### src/rtl/ro_puf_ctrl.sv
// ro_puf_ctrl: ring-oscillator PUF sequencer that clears, enables and samples one RO pair per response bit.
// Define RO_PUF_MAJORITY_EN to measure every pair three times and keep the majority vote.
module ro_puf_ctrl #(
  parameter int RESP_BITS  = 16,
  parameter int WINDOW     = 1024,
  parameter int CLR_CYCLES = 2
) (
  input  logic                 clk,
  input  logic                 reset,
  input  logic                 start,
  input  logic                 abort,
  input  logic [3:0]           base,
  input  logic [3:0]           offset,
  input  logic                 Response,
  output logic [3:0]           Cha0,
  output logic [3:0]           Cha1,
  output logic                 Enable,
  output logic                 puf_reset,
  output logic                 busy,
  output logic                 resp_valid,
  output logic [RESP_BITS-1:0] resp_data
);
  localparam int CW = $clog2(WINDOW + CLR_CYCLES + 4);
  localparam int KW = (RESP_BITS > 1) ? $clog2(RESP_BITS) : 1;
  typedef enum logic [2:0] {IDLE, CLEAR, RUN, SAMPLE, DONE} state_t;
  state_t state_q, state_d;
  logic [CW-1:0] cnt_q, cnt_d;
  logic [KW-1:0] k_q, k_d;
  logic [3:0] base_q, base_d, off_q, off_d, cha0_q, cha0_d, cha1_q, cha1_d;
  logic en_q, en_d, clr_q, clr_d, busy_q, busy_d, valid_q, valid_d;
  logic [RESP_BITS-1:0] data_q, data_d;
  logic sync1_q, sync2_q, bit_v, last_meas;
`ifdef RO_PUF_MAJORITY_EN
  logic [1:0] rep_q, rep_d, votes_q, votes_d;
`endif
  always_comb begin
    state_d = state_q;
    cnt_d   = cnt_q;
    k_d     = k_q;
    base_d  = base_q;
    off_d   = off_q;
    cha0_d  = cha0_q;
    cha1_d  = cha1_q;
    data_d  = data_q;
`ifdef RO_PUF_MAJORITY_EN
    rep_d     = rep_q;
    votes_d   = votes_q;
    last_meas = rep_q == 2'd2;
    bit_v     = (votes_q + {1'b0, sync2_q}) >= 2'd2;
`else
    last_meas = 1'b1;
    bit_v     = sync2_q;
`endif
    case (state_q)
      IDLE: if (start && !abort) begin
        state_d = CLEAR;
        cnt_d   = CW'(CLR_CYCLES - 1);
        k_d     = '0;
        data_d  = '0;
        base_d  = base;
        off_d   = (offset == 4'd0) ? 4'd1 : offset;
        cha0_d  = base;
        cha1_d  = base + ((offset == 4'd0) ? 4'd1 : offset);
      end
      CLEAR: begin
        state_d = (cnt_q == '0) ? RUN : CLEAR;
        cnt_d   = (cnt_q == '0) ? CW'(WINDOW - 1) : cnt_q - CW'(1);
      end
      RUN: begin
        state_d = (cnt_q == '0) ? SAMPLE : RUN;
        cnt_d   = (cnt_q == '0) ? CW'(2) : cnt_q - CW'(1);
      end
      SAMPLE: if (cnt_q != '0) cnt_d = cnt_q - CW'(1);
      else begin
        state_d = CLEAR;
        cnt_d   = CW'(CLR_CYCLES - 1);
`ifdef RO_PUF_MAJORITY_EN
        rep_d   = last_meas ? 2'd0 : rep_q + 2'd1;
        votes_d = last_meas ? 2'd0 : votes_q + {1'b0, sync2_q};
`endif
        if (last_meas) begin
          data_d[k_q] = bit_v;
          if (k_q == KW'(RESP_BITS - 1)) state_d = DONE;
          else begin
            k_d    = k_q + KW'(1);
            cha0_d = base_q + 4'(k_q) + 4'd1;
            cha1_d = cha0_d + off_q;
          end
        end
      end
      DONE:    state_d = IDLE;
      default: state_d = IDLE;
    endcase
    if (abort && (state_q inside {CLEAR, RUN, SAMPLE})) begin
      state_d = IDLE;
`ifdef RO_PUF_MAJORITY_EN
      rep_d   = 2'd0;
      votes_d = 2'd0;
`endif
    end
    if (state_d == IDLE || state_d == DONE) begin
      cha0_d = 4'd0;
      cha1_d = 4'd0;
    end
    en_d    = state_d == RUN;
    clr_d   = state_d == CLEAR;
    busy_d  = state_d != IDLE;
    valid_d = state_d == DONE;
  end
  always_ff @(posedge clk or negedge reset) begin
    if (!reset) begin
      state_q <= IDLE;
      cnt_q   <= '0;
      k_q     <= '0;
      base_q  <= 4'd0;
      off_q   <= 4'd1;
      cha0_q  <= 4'd0;
      cha1_q  <= 4'd0;
      en_q    <= 1'b0;
      clr_q   <= 1'b1;
      busy_q  <= 1'b0;
      valid_q <= 1'b0;
      data_q  <= '0;
      sync1_q <= 1'b0;
      sync2_q <= 1'b0;
`ifdef RO_PUF_MAJORITY_EN
      rep_q   <= 2'd0;
      votes_q <= 2'd0;
`endif
    end else begin
      state_q <= state_d;
      cnt_q   <= cnt_d;
      k_q     <= k_d;
      base_q  <= base_d;
      off_q   <= off_d;
      cha0_q  <= cha0_d;
      cha1_q  <= cha1_d;
      en_q    <= en_d;
      clr_q   <= clr_d;
      busy_q  <= busy_d;
      valid_q <= valid_d;
      data_q  <= data_d;
      sync1_q <= Response;
      sync2_q <= sync1_q;
`ifdef RO_PUF_MAJORITY_EN
      rep_q   <= rep_d;
      votes_q <= votes_d;
`endif
    end
  end
  assign Cha0       = cha0_q;
  assign Cha1       = cha1_q;
  assign Enable     = en_q;
  assign puf_reset  = clr_q;
  assign busy       = busy_q;
  assign resp_valid = valid_q;
  assign resp_data  = data_q;
endmodule

### config.mk
export PLATFORM = sky130hd
export DESIGN_NAME = ro_puf_ctrl
export DESIGN_NICKNAME = d
export VERILOG_FILES = /design/src/rtl/ro_puf_ctrl.sv
export SDC_FILE = /design/constraint.sdc
export NUM_CORES = 1
export LEC_CHECK = 0
export ABC_AREA = 1
export BUFFER_PORTS_ARGS = -buffer_cell sky130_fd_sc_hd__buf_2
export CAP_MARGIN = 20
export CORE_MARGIN = 1.5
export CORE_UTILIZATION = 55
export DETAILED_ROUTE_END_ITERATION = 7
export PLACE_DENSITY = 0.76
export SLEW_MARGIN = 25
export SYNTH_ARGS = -nofsm -noshare
export SYNTH_HDL_FRONTEND = slang
export SYNTH_SLANG_ARGS = --single-unit
export TNS_END_PERCENT = 50
### constraint.sdc
create_clock -name clk -period 2.58 [get_ports clk]
set_input_delay 0.645 -clock clk [delete_from_list [all_inputs] [get_ports clk]]
set_output_delay 0.645 -clock clk [all_outputs]
set_load 0.01 [all_outputs]
Yosys cells after proc, flatten, opt, wreduce, memory -nomap -nowiden
Index checks and enable logic that the tools add are counted.

operators by class
  add/subtract/negate cells = 6
  $lt $le $gt $ge = 2
  equal/unequal tests = 13
  muxes and demuxes = 33
  reductions and logical operators = 20

operators with widths
  operator                                                     number
  2-to-1 mux 4 bit                                             12
  2-to-1 mux 11 bit                                            4
  one-hot mux 11 bit (4 select lines)                          1
  2-to-1 mux 16 bit                                            2
  one-hot mux 16 bit (2 select lines)                          1
  one-hot mux 4 bit (2 select lines)                           3
  bitwise mux 16 bit                                           1
  adder 4 bit                                                  3
  2-to-1 mux 3 bit                                             4
  one-hot mux 3 bit (4 select lines)                           1
  zero test 11 bit                                             1
  nonzero test 11 bit                                          1
  subtractor 11 x 1 -> 11 bit (second input constant)          1
  equality test 3 x 2 -> 1 bit (second input constant)         3
  nonzero test 3 bit                                           3
  adder 4 x 1 -> 4 bit (second input constant)                 2
  AND reduction 4 bit                                          2
  equality test 3 x 1 -> 1 bit (second input constant)         2
  zero test 3 bit                                              2
  inequality test 2 bit (second input constant)                3
  inequality test 3 x 2 -> 1 bit (second input constant)       2
  less-than comparator 4 x 5 -> 1 bit (second input constant)  1
  demux 1 bit (select 4 bit)                                   1
  equality test 4 bit (second input constant)                  1
  other kinds (13)                                             17

storage, ports and cells
  flip-flop bits (word level) = 56
  bits of input ports = 13
  output and inout bits = 28

Longest topological paths before layout
Gate-level depths: netlist of run 1.

  depth in word-level cells = 9
  mapped depth = 16
  depth with buffers taken out = 16

Worst setup path before layout of run 1
OpenSTA, ideal clock, no wires.

  path type = flip-flop to flip-flop
  from = register k_q[0]
  to = register cha1_q[3], in the netlist Cha1[3]
  library setup time = 0.113 ns
  data arrival time = 2.091 ns
  data required time = 2.467 ns
  path slack = 0.376 ns
  stages on the path, launching flop included = 16
  clock period less this slack = 2.204 ns
  cells stage by stage = dfrtp_1 -> inv_1 -> ha_1 -> fa_1 -> xnor2_1 -> ha_1 -> nand3_1 -> nand3_1 -> nand2_1 -> nand2_1 -> nand2_1 -> nand3_1 -> nand2_1 -> nand2_1 -> nand2_1 -> inv_1

between the ends
  longest elaborated chain between the ends = 9
  elaborated cells on any way between the ends = 20
  those cells by class = add/sub: 3; eq/ne: 5; mux: 8; reduce/logical: 4

ends and longest elaborated chain
  item                                                                 line  RTL
  from (decl)                                                          28    logic [KW-1:0] k_q, k_d;
  from (signal assigned)                                               133   k_q <= k_d;
  parallel branches: the longest is 9 deep, another holds adder 4 bit  --
  to (signal assigned)                                                 137   cha1_q <= cha1_d;
  to (decl)                                                            29    logic [3:0] base_q, base_d, off_q, off_d, cha0_q, cha0_d, cha1_q, cha1_d;

Several ways; the timed one is not identified. The select of a mux whose other input is x is not followed.
A chain may end at the register's enable or synchronous reset.

Worst setup path in the final report of run 1
Ends and elaborated chain as after synthesis.

==> flow_summary_export.csv, run 1 <==
group,metric,value,unit
logic_synthesis,syn-num-nets,449,
worst_setup_path,r2r_end,"Cha1[3]",
clock_tree,clock_path_buffers,2,
route,wl_per_cell,12.3,µm
global_route,grt_pass1_vias,2587,
logic_synthesis,netlist_area,3320,µm²
clock_tree,holdBufCountCts,0,
global_route,track_usage,0.235,
logic_synthesis,async_reset_ff_frac,1.00,
worst_setup_path,cp_cell_sequence,"inv_2, ha_1, fa_2, inv_1, ha_1, nand3_1, nand3_1, nand2_1, nand2_1, inv_1, nand2_1, nand3_1, nand2_1, nand2_1, nand2_1, inv_1",
sta,period_needed,2.34,ns
global_route,grt_pass1_wl,11.8,mm
worst_setup_path,cp.required,2.80,ns
route,drtPass1Iterations,4,
global_route,antenna_found_initial,0,
clock_tree,cts.sinks,56,
worst_setup_path,critPathLaunchType,"flip-flop",
floorplanning,io_pins,41,
place,globalplace.congestion,0.845,
floorplanning,initial_core_util,0.564,
floorplanning,fp.coreArea,5890,µm²
logic_synthesis,yosysMostFrequentCell,"nand2_1",
sta,hold_ws,0.396,ns
pwr,p_leak,1.97,nW
worst_setup_path,max_stage_delay,0.56,ns
logic_synthesis,ys_types,34,
worst_setup_path,r2r_slack,0.24,ns
pwr,peakVddDrop,0.000508,V
clock_tree,clock_latency,0.31,ns
floorplanning,fp.dieW,80.7,µm
worst_setup_path,reg2reg_depth,16,
logic_synthesis,synth-seq-cells,56,
worst_setup_path,path_depth,16,
worst_hold_path,min_to,"bit_v",
floorplanning,rows,28,
sta,fmax,427,MHz
worst_hold_path,hp-start,"sync1_q",
logic_synthesis,synth_top_area_share,0.407,
place,portBuffers,40,
clock_tree,cts_root_buf,"clkbuf_8",
finish,diodes,0,
route,wirelength,6.63,mm
place,place_ws,0.120,ns
clock_tree,cts_tree,"built",
finish,syn2layout_area_growth,11.5,%
place,hpwl,4.94,mm
worst_hold_path,min_path_type,"reg -> reg",
floorplanning,dieArea,6510,µm²
finish,layout-drive-gt1-share,0.212,
sta,fin_skew,0.00789,ns
global_route,grt_max_degree,57,
logic_synthesis,synth-main-ff-cell,"dfrtp_1",
clock_tree,cts_max_level,2,
finish,fillerInstances,548,
finish,finish.utilization,0.629,
worst_setup_path,worstPathArrival,2.57,ns
clock_tree,clkSlewWorstSetupHoldPaths,0.10,ns
worst_hold_path,whs_path_depth,0,
pwr,powerDensity,879,nW/µm²
logic_synthesis,synthTopCellsByArea,"dfrtp_1, nand2_1, o21ai_0",
route,via_per_inst,5.12,
finish,fin_nets,492,
route,antenna_left,0,
worst_setup_path,crit_slowest_cell,"fa_2",
run,drv_cap,0,
worst_setup_path,endpoint_kind,"flip-flop",
worst_setup_path,crit_family,"adder cells",
route,vias,2757,
logic_synthesis,synth-edff-count,0,
logic_synthesis,synthCells,419,
logic_synthesis,avgSynthCellArea,7.92,µm²
sta,setup_viol,0,
sta,fin_ws,0.237,ns
sta,min_period_over_period,0.908,
logic_synthesis,synth_seq_area_share,0.423,
worst_setup_path,worstSetupPathType,"reg -> reg",
logic_synthesis,yosysWarningCount,0,
sta,maxSlewViolCount,0,
sta,grt_setup_unrepaired,"no",
worst_setup_path,cp_num_buf_inv,4,
route,drtIter0Drc,183,
logic_synthesis,post-synth-top-area-cell,"dfrtp_1",
sta,maxSlewHeadroom,0.535,
worst_setup_path,cpMostUsedCell,"nand2_1",
sta,hold_viol,0,
global_route,grt_overflow,0,
outcome,status,"finished, final reports clean",
clock_tree,cts_made_buffers,5,
sta,fin_tns_setup,0,ns
floorplanning,die_h,80.7,µm
worst_setup_path,r2r-start,"k_q[0]",
sta,tightest_slew,0.697,ns
route,drc,0,
worst_setup_path,path_max_fanout,5,
logic_synthesis,synth_common_cells,"nand2_1, inv_1, dfrtp_1, o21ai_0, nor2_1",
[cell families after synthesis]
| family | synth area share |
|---|---|
| AOI/OAI and AO/OA | 0.134 |
| and+or+nand+nor | 0.256 |
| DFF | 0.423 |
| adders and majority gates | 0.0709 |
| buffers and inverters | 0.0976 |
| xor gates and xnor gates | 0.0185 |
[final cells by class]
class,count,area [µm²],share of cell area
inverter,71,269,0.0727
sequential,56,1400,0.379
clock buffer,6,82.6,0.0223
multi-input combinational,284,1610,0.435
timing repair buffer,44,230,0.0622
tap,75,93.8,0.0253
clock inverter,2,13.8,0.00372
[registers in the layout, indices dropped and copies added, names as in the netlist]
signal and flops:
Cha0 4, Cha1 4, Enable 1, base_q 4, bit_v 1, busy 1, cnt_q 11, k_q 4
off_q 4, puf_reset 1, resp_data 16, resp_valid 1, state_q 3, sync1_q 1
[where the power goes]
part           internal (W)  switching (W)
Combinational      0.000555       0.000979
Sequential          0.00108       0.000125
Clock              0.000220       0.000296
[cells in the final DEF (no fill, tap or decap), types with 3 or more instances in the layout]
cell	synthesis	final
nand2_1	102	102
inv_1	61	60
dfrtp_1	54	54
o21ai_0	47	47
buf_2	2	40
nor2_1	35	35
nand3_1	17	17
ha_1	14	14
o21ai_2	13	13
inv_2	9	10
a21oi_1	7	7
o21ai_1	7	7
and2_1	6	6
clkbuf_8	0	6
nand2_2	5	5
xor2_1	5	5
nand2_4	4	4
buf_4	0	4
nor3_1	3	3
[worst max-delay path by stage]
stage / from / end / slack, ns
global placement: k_q[0] / Cha1[3] / 0.30
global route: k_q[0] / Cha1[3] / 0.03
CTS: k_q[0] / Cha1[3] / 0.12
finish: k_q[0] / Cha1[3] / 0.24
floorplan: k_q[0] / Cha1[3] / 0.38
detailed placement: k_q[0] / Cha1[3] / 0.12
[repair_timing]
action | in CTS | in global routing
buffers inserted | 0 | 1
setup endpoints to repair | 0 | 2
gates resized for setup | 0 | 4
endpoints found under the hold margin | 0 | 0
[stage by stage]
stage | area [µm²] | power, W | std cells
floorplan | 3320 | 0.00237 | 419
global placement | 3580 | 0.00266 | 529
detailed placement | 3580 | 0.00273 | 529
CTS | 3680 | 0.00325 | 537
global route | 3700 | 0.00355 | 538
finish | 3700 | 0.00326 | 538
[layer usage]
layer  track usage  share of wire  routed length (µm)  vias to the layer above
met5             0              0                   0                        -
met4        0.0672          0.012                  78                        0
met3        0.0398          0.047                 310                        5
met2         0.387           0.47                3110                       65
met1         0.318           0.47                3130                     1286
li1              -              -                   -                     1401
Power figures use the tool's default switching activity.
==> run 2: changes to the inputs <==
ABC_AREA = 0   (was 1)
PLACE_DENSITY = 0.77   (was 0.76)
==> run 2 against run 1 <==
Critical path depth shrank 6. Final cell count fell by 16%. Sequential cell count stayed put. First-iteration DRC count fell by 0.55%. Via count is 2.4% lower. Combinational power fell by 35%. Non-clock buffer count is 8 higher. Largest cell class unchanged. Largest power group is now registers. Utilization increased by 1.3 points. Cell area fell by 5.1%.
==> flow_summary_export.csv, run 2 <==
group,metric,value,unit
outcome,status,"finished, final reports clean",
finish,diodes,0,
global_route,grt_pass1_wl,11.6,mm
pwr,p_leak,1.69,nW
logic_synthesis,ys_types,51,
logic_synthesis,async_reset_ff_frac,1.00,
sta,fmax,405,MHz
finish,syn2layout_area_growth,13.6,%
sta,fin_skew,0.0108,ns
floorplanning,die_h,78.0,µm
worst_hold_path,min_path_type,"in -> async",
route,drtPass1Iterations,5,
floorplanning,dieArea,6080,µm²
route,drc,0,
logic_synthesis,synth-seq-cells,56,
logic_synthesis,synth-edff-count,0,
pwr,peakVddDrop,0.000571,V
run,drv_cap,0,
pwr,finalPower,0.00260,W
clock_tree,clock_path_buffers,2,
pwr,powerDensity,740,nW/µm²
logic_synthesis,syn-num-nets,366,
worst_setup_path,r2r-start,"k_q[0]",
worst_setup_path,cp.required,2.81,ns
worst_setup_path,path_max_fanout,3,
worst_setup_path,worstPathArrival,2.70,ns
clock_tree,cts_root_buf,"clkbuf_8",
finish,fin_nets,409,
sta,maxSlewViolCount,0,
route,wirelength,7.02,mm
clock_tree,holdBufCountCts,0,
floorplanning,fp.dieW,78.0,µm
logic_synthesis,synthCells,336,
logic_synthesis,synth_seq_area_share,0.454,
clock_tree,cts_max_level,2,
global_route,track_usage,0.242,
clock_tree,cts_made_buffers,5,
global_route,grt_overflow,0,
clock_tree,clock_latency,0.31,ns
clock_tree,cts_tree,"built",
logic_synthesis,yosysMostFrequentCell,"dfrtp_1",
floorplanning,io_pins,41,
finish,multi_input_area,1580,µm²
worst_setup_path,critPathLaunchType,"flip-flop",
logic_synthesis,synth_common_cells,"dfrtp_1, o21ai_0, nand2_1, a21oi_1, nor2_1",
place,place_ws,0.187,ns
floorplanning,rows,27,
sta,fin_ws,0.108,ns
logic_synthesis,synth_top_area_share,0.437,
place,portBuffers,40,
finish,layout_commonest_cell,"dfrtp_1",
finish,final_cell_mix,"dfrtp_1, o21ai_0, buf_2",
sta,period_needed,2.47,ns
finish,regArea,1400,µm²
finish,finish.utilization,0.642,
worst_setup_path,crit_path_start,"k_q[0]",
logic_synthesis,synthTopCellsByArea,"dfrtp_1, o21ai_0, ha_1",
clock_tree,cts.sinks,56,
logic_synthesis,netlist_area,3090,µm²
logic_synthesis,avgSynthCellArea,9.20,µm²
sta,hold_viol,0,
global_route,grt_pass1_vias,2576,
route,drtIter0Drc,182,
finish,layout-drive-gt1-share,0.203,
sta,setup_viol,0,
sta,min_period_over_period,0.958,
global_route,antenna_found_initial,0,
finish,largest_register_ff_count,16,
route,vias,2691,
clock_tree,clkSlewWorstSetupHoldPaths,0.10,ns
sta,maxSlewHeadroom,0.343,
global_route,grt_max_degree,22,
sta,tightest_slew,0.986,ns
route,via_per_inst,5.97,
floorplanning,initial_core_util,0.565,
logic_synthesis,yosysWarningCount,0,
logic_synthesis,synth-main-ff-cell,"dfrtp_1",
place,hpwl,5.05,mm
floorplanning,fp.coreArea,5470,µm²
worst_setup_path,worstSetupPathType,"reg -> reg",
route,wl_per_cell,15.6,µm
logic_synthesis,post-synth-top-area-cell,"dfrtp_1",
place,globalplace.congestion,0.865,
finish,fillerInstances,460,
worst_setup_path,endpoint_kind,"flip-flop",
route,antenna_left,0,
==> run 2: cell count changes after synthesis, moves of 5 or more <==
cell / before / now
nor2_1: 35 / 22
nand2_2: 5 / 0
o21ai_1: 7 / 2
nand2_1: 102 / 34
o21ai_2: 13 / 0
clkbuf_1: 2 / 11
inv_1: 61 / 16
inv_2: 9 / 0
nor3_1: 3 / 9
a211oi_1: 0 / 8
a21oi_1: 7 / 30
==> run 2: metrics by stage <==
stage / cell area [µm²] / std cells / hold slack [ns] / TNS, ns
floorplan: 3090 / 336 / 0.331 / 0
global placement: 3390 / 444 / 0.332 / 0
detailed placement: 3390 / 444 / 0.341 / 0
CTS: 3480 / 451 / 0.255 / 0
global route: 3510 / 451 / 0.262 / -0.0115
finish: 3510 / 451 / 0.247 / 0
==> run 2: power breakdown <==
part           internal, W  switching [W]  total, W
Combinational     0.000420       0.000583   0.00100
Clock             0.000215       0.000274  0.000489
Sequential        0.000998       0.000111   0.00111
Total              0.00163       0.000968   0.00260
==> run 2: what timing repair did <==
| action | 4_1_cts | 5_1_grt |
|---|---|---|
| resized for setup | 0 | 4 |
| buffers inserted | 0 | 0 |
| hold endpoints to repair | 0 | 0 |
| endpoints found under the setup margin | 0 | 1 |
==> run 2: metal layers <==
| metal | part of all wire | up-vias | global-route usage |
|---|---|---|---|
| met5 | 0 | - | 0 |
| met4 | 0.014 | 0 | 0.105 |
| met3 | 0.050 | 8 | 0.0518 |
| met2 | 0.49 | 87 | 0.396 |
| met1 | 0.44 | 1316 | 0.311 |
| li1 | - | 1280 | - |
==> run 2: critical path: stages, from the launching register on <==
cell and delay (ns):
dfrtp_1 0.37, inv_1 0.09, ha_1 0.24, fa_1 0.42, xnor2_2 0.24, ha_4 0.25, a21oi_2 0.18, and3_1 0.21
a211oi_1 0.05, nand3b_1 0.17, a211oi_2 0.19
==> run 2: final timing paths <==
| kind | endpoint | slack [ns] | cells after the start |
|---|---|---|---|
| worst max-delay path | Cha1[3] | 0.11 | 10 |
| worst min-delay path | Cha1[2] | 0.25 | 1 |
| worst max register to register | Cha1[3] | 0.11 | 10 |
| worst min register to register | bit_v | 0.36 | 0 |
| max in group asynchronous | puf_reset | 1.67 | 2 |
| min in group clk | bit_v | 0.36 | 0 |
==> run 2: cell type report <==
| class | count | share of cell area |
|---|---|---|
| Timing Repair Buffer | 52 | 0.0826 |
| Tap cell | 72 | 0.0256 |
| Sequential cell | 56 | 0.400 |
| Clock inverter | 1 | 0.00249 |
| Inverter | 16 | 0.0171 |
| Clock buffer | 6 | 0.0235 |
| Multi-Input combinational cell | 248 | 0.449 |
==> run 2: cells by family after synthesis <==
family          synth area share
buf+inv                   0.0449
compound gates             0.204
fa+ha+maj                 0.0761
flops                      0.454
xor+xnor                  0.0255
simple gates               0.182
mux                       0.0134
==> run 3: changes to the inputs <==
clock period = 3.1 ns   (was 2.58 ns; I/O delays follow)
==> run 3 against run 2 <==
Count of clock-buffer cells in the layout is the same. Global-route usage up 0.11 points. Worst setup slack gained 0.35 ns. Final cell count shrank 1.3%. Critical path depth stayed put. Die area unchanged. Clock skew is 0.0021 ns higher. Fmax is 6.5% lower. Cell area shrank 2.4%. Sequential cell count did not move. Worst hold slack gained 0.11 ns. Routed wire length shrank 2.2%.
==> flow_summary_export.csv, run 3 (synthesis gave the netlist of run 2 again) <==
group,metric,value,unit
pwr,powerDensity,615,nW/µm²
floorplanning,io_pins,41,
global_route,grt_max_degree,25,
route,vias,2575,
clock_tree,holdBufCountCts,0,
clock_tree,clock_path_buffers,2,
pwr,seq_power_share,0.441,
pwr,power_frac_clock,0.192,
outcome,status,"finished, final reports clean",
clock_tree,cts.sinks,56,
global_route,track_usage,0.243,
pwr,p_switching,0.000808,W
finish,syn2layout_area_growth,10.9,%
clock_tree,cts_resized,0,
finish,fin_nets,402,
pwr,switching_share,0.383,
global_route,grt_pass1_vias,2574,
worst_setup_path,critPathLaunchType,"flip-flop",
worst_setup_path,path_max_fanout,6,
finish,final_cell_mix,"dfrtp_1, o21ai_0, buf_2",
sta,fin_skew,0.0129,ns
route,via_per_inst,5.79,
global_route,grt_pass1_wl,11.8,mm
global_route,antenna_found_initial,0,
sta,tightest_slew,0.905,ns
clock_tree,cts_max_level,2,
route,drtIter0Drc,138,
worst_setup_path,cp.required,3.32,ns
sta,fin_tns_setup,0,ns
sta,fmax,378,MHz
floorplanning,fp.coreArea,5470,µm²
floorplanning,rows,27,
place,portBuffers,40,
worst_hold_path,min_path_type,"reg -> reg",
route,wl_per_cell,15.4,µm
sta,hold_viol,0,
sta,maxSlewViolCount,0,
place,hpwl,5.07,mm
clock_tree,clock_latency,0.32,ns
clock_tree,cts_made_buffers,5,
sta,grt_setup_unrepaired,"no",
route,wirelength,6.86,mm
sta,maxSlewHeadroom,0.397,
floorplanning,dieArea,6080,µm²
worst_setup_path,endpoint_kind,"flip-flop",
run,drv_cap,0,
clock_tree,clkSlewWorstSetupHoldPaths,0.11,ns
place,post_dp_cell_area,3340,µm²
clock_tree,cts_root_buf,"clkbuf_8",
global_route,grt_overflow,0,
floorplanning,die_h,78.0,µm
finish,diodes,0,
clock_tree,post_cts.repair.setup_buffers,0,
finish,fin_area,3430,µm²
pwr,pwr-share-comb,0.367,
finish,largest_register_ff_count,16,
route,drtPass1Iterations,4,
pwr,peakVddDrop,0.000476,V
worst_setup_path,worstSetupPathType,"reg -> reg",
pwr,p_leak,1.64,nW
clock_tree,cts_tree,"built",
sta,setup_viol,0,
worst_setup_path,r2r_slack,0.46,ns
finish,layout-drive-gt1-share,0.177,
floorplanning,fp.dieW,78.0,µm
sta,period_needed,2.64,ns
finish,layout_commonest_cell,"dfrtp_1",
worst_setup_path,worstPathArrival,2.86,ns
pwr,p_int,0.00130,W
floorplanning,initial_core_util,0.565,
route,drc,0,
place,globalplace.congestion,0.843,
sta,min_period_over_period,0.853,
route,antenna_left,0,
run 3: routing by layer:
metal | share of wire | GRT usage
met1 | 0.45 | 0.312
met3 | 0.043 | 0.0482
met5 | 0 | 0
met2 | 0.50 | 0.414
met4 | 0.011 | 0.0786
run 3: critical path, cell delays in order, from the launching register on:
cell      delay [ns]
dfrtp_1         0.44
inv_1           0.11
ha_1            0.23
fa_1            0.38
xnor2_1         0.22
ha_1            0.30
a21oi_1         0.23
and3_1          0.21
a211oi_1        0.04
nand3b_1        0.15
a211oi_1        0.23
run 3: stage by stage:
step | total power [W] | worst slack [ns] | hold WS [ns] | std cells | utilization
6_report | 0.00211 | 0.456 | 0.355 | 445 | 0.627
5_1_grt | 0.00225 | 0.224 | 0.381 | 445 | 0.627
2_1_floorplan | 0.00154 | 0.760 | 0.331 | 336 | -
4_1_cts | 0.00211 | 0.440 | 0.358 | 445 | 0.627
3_5_place_dp | 0.00171 | 0.482 | 0.335 | 437 | 0.610
3_3_place_gp | 0.00167 | 0.634 | 0.337 | 437 | 0.610
run 3: final cells by class:
cell class,count,area [µm²]
inverters,16,60.1
well taps,72,90.1
multi-input cells,248,1550
fillers,475,2040
flip-flops and latches,56,1400
clock inverters,2,16.3
clock buffers,6,72.6
repair buffers,45,238
run 3: path summary, 6_finish.rpt:
path                       cells past startpoint        end    start
min in group asynchronous                      1  base_q[2]    reset
max in group asynchronous                      2  puf_reset    reset
min                                            0      bit_v  sync1_q
min reg2reg                                    0      bit_v  sync1_q
max reg2reg                                   10    Cha1[3]   k_q[0]
max                                           10    Cha1[3]   k_q[0]
run 3: power groups by stage:
stage	clock network, W	logic (W)	registers (W)
finish	0.000405	0.000774	0.000929
global route	0.000439	0.000869	0.000944
CTS	0.000416	0.000770	0.000927
detailed placement	0	0.000768	0.000943
global placement	0	0.000733	0.000934
floorplan	0	0.000630	0.000914
